### config.mk
export PLATFORM = sky130hd
export DESIGN_NAME = uart_bus_bridge
export DESIGN_NICKNAME = d
export VERILOG_FILES = /design/src/rtl/uart_bridge_pkg.sv /design/src/rtl/uart_bus_bridge.sv
export SDC_FILE = /design/constraint.sdc
export NUM_CORES = 1
export LEC_CHECK = 0
export CORE_MARGIN = 2
export CORE_UTILIZATION = 48
export CTS_CLUSTER_DIAMETER = 150
export DETAILED_ROUTE_END_ITERATION = 12
export PLACE_DENSITY = 0.77
export SLEW_MARGIN = 40
export SYNTH_ARGS = -nofsm -noshare
export SYNTH_HDL_FRONTEND = slang
export SYNTH_SLANG_ARGS = --single-unit
export TNS_END_PERCENT = 5
### constraint.sdc
create_clock -name clk -period 1.8 [get_ports clk]
set_input_delay 0.45 -clock clk [delete_from_list [all_inputs] [get_ports clk]]
set_output_delay 0.45 -clock clk [all_outputs]
set_load 0.005 [all_outputs]
### src/rtl/uart_bridge_pkg.sv
// Shared opcodes, response codes and parser states for the UART-to-register-bus bridge.
package uart_bridge_pkg;

  localparam logic [7:0] OP_WRITE    = 8'h57;
  localparam logic [7:0] OP_READ     = 8'h52;
  localparam logic [7:0] RSP_OK      = 8'h2B;
  localparam logic [7:0] RSP_BADOP   = 8'h3F;
  localparam logic [7:0] RSP_TIMEOUT = 8'h21;

  typedef enum logic [2:0] {
    IDLE,
    ADDR_HI,
    ADDR_LO,
    DATA,
    BUS,
    RESP
  } state_t;

endpackage

### src/rtl/uart_bus_bridge.sv
// Parses binary read/write frames from the rx FIFO, runs one register-bus
// transaction per frame and pushes the response bytes into the tx FIFO.
module uart_bus_bridge
  import uart_bridge_pkg::*;
#(
  parameter int          ADDR_WIDTH   = 16,
  parameter logic [23:0] IDLE_TIMEOUT = 24'd1000000,
  parameter logic [15:0] BUS_TIMEOUT  = 16'd1024
) (
  input  logic                  clk,
  input  logic                  reset_l,
  input  logic [7:0]            rx_fifo_rd_data,
  input  logic                  rx_fifo_ne,
  output logic                  rx_fifo_re,
  input  logic                  uart_frame_error,
  output logic [7:0]            tx_fifo_wr_data,
  output logic                  tx_fifo_we,
  input  logic                  tx_fifo_full,
  output logic                  bus_req,
  output logic                  bus_we,
  output logic [ADDR_WIDTH-1:0] bus_addr,
  output logic [31:0]           bus_wdata,
  input  logic                  bus_ack,
  input  logic [31:0]           bus_rdata
);

  state_t      state, state_d;
  logic        pop_block;
  logic [23:0] idle_cnt;
  logic [15:0] bus_cnt;
  logic [1:0]  byte_cnt;
  logic [15:0] addr_raw;
  logic [31:0] resp_buf;
  logic [2:0]  resp_left;
  logic        frame_st;
  logic        abort_err;
  logic        idle_expired;
  logic        ack_hit;
  logic        bus_expired;

  assign frame_st    = (state == ADDR_HI) || (state == ADDR_LO) || (state == DATA);
  assign abort_err   = frame_st && uart_frame_error;
  assign ack_hit     = (state == BUS) && bus_req && bus_ack;
  assign bus_expired = (state == BUS) && bus_req && !bus_ack && (bus_cnt == BUS_TIMEOUT - 16'd1);
  assign bus_addr    = ADDR_WIDTH'(addr_raw);

  always_ff @(posedge clk or negedge reset_l) begin
    if (!reset_l) state <= IDLE;
    else          state <= state_d;
  end

  // A frame error withholds the pop so the errored byte is re-read as an opcode.
  always_comb begin
    state_d         = state;
    rx_fifo_re      = 1'b0;
    idle_expired    = 1'b0;
    tx_fifo_we      = 1'b0;
    tx_fifo_wr_data = 8'h00;

    rx_fifo_re   = ((state == IDLE) || frame_st) && rx_fifo_ne && !pop_block && !abort_err;
    idle_expired = frame_st && !rx_fifo_re && (idle_cnt == IDLE_TIMEOUT - 24'd1);
    tx_fifo_we   = (state == RESP) && !tx_fifo_full;
    if (state == RESP) tx_fifo_wr_data = resp_buf[31:24];

    case (state)
      IDLE: begin
        if (rx_fifo_re) begin
          if (rx_fifo_rd_data == OP_WRITE || rx_fifo_rd_data == OP_READ) state_d = ADDR_HI;
          else state_d = RESP;
        end
      end
      ADDR_HI: begin
        if (abort_err || idle_expired) state_d = IDLE;
        else if (rx_fifo_re)           state_d = ADDR_LO;
      end
      ADDR_LO: begin
        if (abort_err || idle_expired) state_d = IDLE;
        else if (rx_fifo_re)           state_d = bus_we ? DATA : BUS;
      end
      DATA: begin
        if (abort_err || idle_expired)         state_d = IDLE;
        else if (rx_fifo_re && byte_cnt == 2'd0) state_d = BUS;
      end
      BUS: begin
        if (ack_hit || bus_expired) state_d = RESP;
      end
      RESP: begin
        if (tx_fifo_we && resp_left == 3'd1) state_d = IDLE;
      end
      default: state_d = IDLE;
    endcase
  end

  // Frame capture, timeout counters, bus handshake and response shifter.
  always_ff @(posedge clk or negedge reset_l) begin
    if (!reset_l) begin
      pop_block <= 1'b0;
      idle_cnt  <= 24'd0;
      bus_cnt   <= 16'd0;
      byte_cnt  <= 2'd0;
      addr_raw  <= 16'd0;
      resp_buf  <= 32'd0;
      resp_left <= 3'd0;
      bus_req   <= 1'b0;
      bus_we    <= 1'b0;
      bus_wdata <= 32'd0;
    end else begin
      pop_block <= rx_fifo_re;

      if (!frame_st || rx_fifo_re) idle_cnt <= 24'd0;
      else                         idle_cnt <= idle_cnt + 24'd1;

      if (rx_fifo_re) begin
        case (state)
          IDLE: begin
            bus_we    <= (rx_fifo_rd_data == OP_WRITE);
            resp_buf  <= {RSP_BADOP, 24'h000000};
            resp_left <= 3'd1;
          end
          ADDR_HI: addr_raw[15:8] <= rx_fifo_rd_data;
          ADDR_LO: begin
            addr_raw[7:0] <= rx_fifo_rd_data;
            byte_cnt      <= 2'd3;
          end
          DATA: begin
            bus_wdata <= {bus_wdata[23:0], rx_fifo_rd_data};
            byte_cnt  <= byte_cnt - 2'd1;
          end
          default: ;
        endcase
      end

      if (state == BUS) begin
        if (ack_hit) begin
          bus_req   <= 1'b0;
          resp_buf  <= bus_we ? {RSP_OK, 24'h000000} : bus_rdata;
          resp_left <= bus_we ? 3'd1 : 3'd4;
        end else if (bus_expired) begin
          bus_req   <= 1'b0;
          resp_buf  <= {RSP_TIMEOUT, 24'h000000};
          resp_left <= 3'd1;
        end else if (bus_req) begin
          bus_cnt <= bus_cnt + 16'd1;
        end else begin
          bus_req <= 1'b1;
          bus_cnt <= 16'd0;
        end
      end

      if (tx_fifo_we) begin
        resp_buf  <= {resp_buf[23:0], 8'h00};
        resp_left <= resp_left - 3'd1;
      end
    end
  end

endmodule

======== Word level (Yosys, flattened, before mapping) ========
Cells that the tools add are included.
storage, ports and cells
  bits in registers ....................... 131
  bits of input ports ..................... 46
  output and inout bits ................... 60
operators by class
  add/subtract/negate cells ............... 4
  bitwise operators ....................... 2
  muxes and demuxes ....................... 32
  eq/ne operators ......................... 16
  reductions and logical operators ........ 36
operator list
  operator               count
  $mux 32                7
  $mux 3                 18
  $add 24x1->24 const B  1
  $eq 24x20->1 const B   1
  $mux 24                1
  $pmux 3 s6             1
  $add 16x1->16 const B  1
  $eq 16x10->1 const B   1
  $eq 8x7->1 const B     2
  $mux 16                1
  $logic_and 1x1->1      13
  $reduce_and 2->1       5
  $mux 8                 1
  $logic_or 1x1->1       7
  $eq 3x1->1 const B     2
  $eq 3x2->1 const B     2
  $eq 3x3->1 const B     2
  $logic_not 1->1        6
  $ne 3x2->1 const B     2
  $reduce_and 6->1       1
  $ne 2x1->1 const B     2
  $pmux 2 s2             1
  $logic_not 3->1        1
  $ne 3x1->1 const B     1
  other kinds (8)        10

======== Longest topological paths before layout ========
  word-level depth ........................ 13
  gate-level depth with buffers ........... 9

======== Worst setup path before layout ========
OpenSTA, ideal clock, no wires.
  path kind ............................... register to register
  from .................................... register bus_cnt[12]
  to ...................................... register bus_cnt[11]
  data arrival time ....................... 1.856 ns
  cell stages (with the launch flop) ...... 7
  data required time ...................... 1.690 ns
  setup slack ............................. -0.166 ns
  clock period less this slack ............ 1.966 ns
  cell sequence ........................... dfrtp_1 > or4_4 > or4_4 > o21ai_4 > buf_6 > o21ai_1 > o41ai_1
on the way
  cells in the longest elaborated chain, start to end .. 4
ends and longest elaborated chain
  what                        line                    text
  from (decl)                 uart_bus_bridge.sv:30   logic [15:0] bus_cnt;
  from (signal assigned)      uart_bus_bridge.sv:143  bus_cnt <= bus_cnt + 16'd1;
  $eq 16x10->1                uart_bus_bridge.sv:44   assign bus_expired = (state == BUS) && bus_req && !bus_ack && (bus_cnt == BUS_TIMEOUT - 16'd1);
  $logic_and 1x1->1           uart_bus_bridge.sv:44
  $not 1->1 (no line)         -
  $reduce_and 3->1 (no line)  -
No other way between the ends.
A chain may end at the register's enable or synchronous reset.

======== Final worst setup path ========
  from .................................... register bus_cnt[12]
  to ...................................... register bus_cnt[5]
Same word-level chain as after synthesis.

==> summary.md <==
| Metric | Value |
|---|---|
| Vias/cell | `5.598` |
| Most frequent cell after synthesis | `dfrtp_1` |
| Post-detail-place hpwl | `10.73 mm` |
| Pre-CTS setup slack | `-521.0 ps` |
| Area share of the largest cell type after synthesis | `0.5453` |
| Placed Cells incl. Taps | `883` |
| Post-route ant nets | `0` |
| Maximum clock insertion buffer count | `2` |
| Mapped Nets | `600` |
| Mapped Cells | `549` |
| Hold-fix buffers, CTS | `0` |
| Synth Cell Area | `6012 um2` |
| Status | `complete, but fails checks` |
| Fin. Hold Viols | `0` |
| CP max-delay cell | `or4_4` |
| TritonCTS Buffers | `17` |
| WL/cell | `17.80 um` |
| Leading area contributor after synthesis | `dfrtp_1` |
| Routed WL | `16.55 mm` |
| Final Critical Period | `2097 ps` |
| Worst Skew | `9.315 ps` |
| First-pass GRT wire length | `26.30 mm` |
| Setup slack after layout | `-296.6 ps` |
| Cell row count | `40` |
| Fmax | `0.4770 GHz` |
| Initial DRC count | `412` |
| DR vias | `5206` |
| Synthesis-to-layout area growth | `49.32%` |
| Arrival @ worst endpoint | `2400 ps` |
| Gr usage total | `0.2526` |
| Critical Path Most Common Cell | `or4_4` |
| Max-cap viol count | `0` |
| Critical path cell sequence | `or4_4, or4_4, o21ai_4, buf_6, nor4_1, o21a_1` |
| Core Area | `12110 um2` |
| H-tree depth | `4` |
| EDFF count, synth | `0` |
| Pwr/cell area | `1396 nW/um2` |
| Crit path max-delay family | `simple AND/OR/NAND/NOR gates` |
| Antenna diodes | `0` |
| Top FF cell, synth | `dfrtp_1` |
| Worst-path fanout max | `4` |
| Clock root cell | `clkbuf_16` |
| RSZ-0062 raised after global routing | `true` |
| Pins Over Slew Limit | `0` |
| Worst Setup End Kind | `flip-flop` |
| IO Count | `106` |
| CTS tree | `yes` |
| Finished Layout Cells | `930` |
| CP Data Required Time | `2100 ps` |
| Setup TNS | `-10330 ps` |
| Final Setup Violations | `71` |
| R2r setup slk | `-300 ps` |
| Filler cell count | `779` |
| NumNets Final | `801` |
| Die Area | `13440 um2` |
| HP Class | `input pin to async pin` |
| Vias in the first global route | `5231` |
| Die width | `115.9 um` |
| CP bufs+invs | `1` |
| Syn. warnings | `0` |
| Share of cells above drive strength 1 | `0.2887` |
| Final cycle utilization of the critical path | `1.165` |
| Worst slew pin tran | `496.2 ps` |
| Lkg Pwr | `4.334 nW` |
| Commonest cells in the netlist | `dfrtp_1 (131), nor2_1 (70), mux2_1 (29), nand2_1 (29), a32oi_1 (28)` |
| Clock slew at reported path FFs | `60 ps` |
| DRC viols | `0` |
| PortBufs | `105` |
| Top cells by area, synth | `dfrtp_1 (55%), mux2_1 (5.4%), nor2_1 (4.4%)` |
| CP peak stage delay | `570 ps` |
| Critical path class | `flip-flop to flip-flop` |
| Worst setup SP type | `flip-flop` |
| Slew HR | `0.6692` |
| Sink Count | `131` |
| Initial core utilization | `0.4964` |
| Synthesized flop and latch total | `131` |
| Initial antenna violation count | `0` |
| Clk_lat worst skew | `420 ps` |
| Failing checks | `negative setup slack` |
| Placer Congestion | `0.8520` |
| Avg Synthesized Cell Area | `10.95 um2` |
| Largest net degree at the start of global routing | `42` |
| Distinct cells, synth | `57` |
| DRT Pass-1 Iters | `5` |
| Remaining global-route overflow | `0` |
| Async SR Flop Fraction | `1.000` |
| Die Span Y | `115.9 um` |
| Post-synthesis sequential area ratio | `0.5453` |
| Max rail drop VDD | `0.6838 mV` |
-- registers in the layout, summed over array words and instances, names as in the netlist --
signal	cells
bus_cnt	16
idle_cnt	24
pop_block	1
bus_req	1
resp_left	3
resp_buf	32
state	3
bus_wdata	32
byte_cnt	2
bus_addr	16
bus_we	1
-- cells by family (layout without fill, tap and decap cells) --
| family | count (synthesis) | in the layout | synth area share |
|---|---|---|---|
| simple gates | 190 | 190 | 0.1613 |
| flops | 131 | 131 | 0.5453 |
| compound gates | 109 | 109 | 0.1299 |
| mux | 48 | 48 | 0.08991 |
| buf+inv | 43 | 256 | 0.02976 |
| xor+xnor | 23 | 23 | 0.03351 |
| fa+ha+maj | 5 | 5 | 0.01041 |
-- where the power goes --
part | switching [mW] | internal, mW | leakage (nW) | total, mW
Clock | 1.24 | 2.34 | 0.297 | 3.58
Combinational | 2.19 | 2.52 | 2.30 | 4.71
Sequential | 0.498 | 3.75 | 1.74 | 4.24
-- timing repair --
| action | in CTS | in global routing |
|---|---|---|
| cloned | 0 | 2 |
| setup endpoints to repair | 105 | 120 |
| setup buffers | 12 | 2 |
| pin swaps | 46 | 15 |
| resized for setup | 81 | 50 |
-- through the flow --
stage / power, mW / utilization / hold slack (ps) / area (um2)
after global routing: 13.17 / 0.7412 / 27.50 / 8977
after CTS: 12.19 / 0.7217 / 8.715 / 8741
after floorplan: 6.211 / - / 154.4 / 6012
final: 12.53 / 0.7412 / 2.317 / 8977
after detailed placement: 8.227 / 0.6544 / 448.9 / 7926
after global placement: 8.016 / 0.6544 / 443.5 / 7926
-- cells in the final DEF, fill, tap and decap left out, drive strengths merged, types with 22 or more instances in the layout --
master and instances:
a21oi 24, mux2 48, o21ai 22, nand2 29, nor2 71, dfrtp 131
a32oi 28, clkdlybuf4s50 73, clkbuf 26, buf 111
-- per-layer routing --
metal	up-vias	track usage	routed length [um]	share of wire
met4	0	0.07222	244	0.015
met5	-	0	0	0
met1	2644	0.3168	6879	0.42
li1	2404	-	-	-
met2	136	0.4351	8826	0.53
met3	22	0.06485	600	0.036
-- path summary, 6_finish.rpt --
| kind | from | cells past startpoint | endpoint |
|---|---|---|---|
| min in group clk | bus_wdata[31] | 1 | bus_wdata[31] |
| worst max-delay path | bus_cnt[12] | 6 | bus_cnt[5] |
| max in group asynchronous | reset_l | 2 | resp_buf[5] |
| worst min-delay path | reset_l | 1 | bus_wdata[11] |
| worst min register to register | bus_wdata[31] | 1 | bus_wdata[31] |
| worst max register to register | bus_cnt[12] | 6 | bus_cnt[5] |
-- cell type report --
| cell class | instances | area [um2] | area share |
|---|---|---|---|
| inverters | 14 | 52.55 | 0.005854 |
| clock buffers | 21 | 450.4 | 0.05017 |
| well taps | 168 | 210.2 | 0.02341 |
| flip-flops and latches | 131 | 3278 | 0.3652 |
| multi-input cells | 375 | 2798 | 0.3116 |
| clock inverters | 10 | 156.4 | 0.01742 |
| repair buffers | 211 | 2032 | 0.2263 |
-- worst reg2reg max path: stages, from the launching register on --
cell     delay, ps
dfrtp_1        380
or4_4          570
or4_4          460
o21ai_4        220
buf_6          140
nor4_1          50
o21a_1         170
Power figures use the tool's default switching activity.
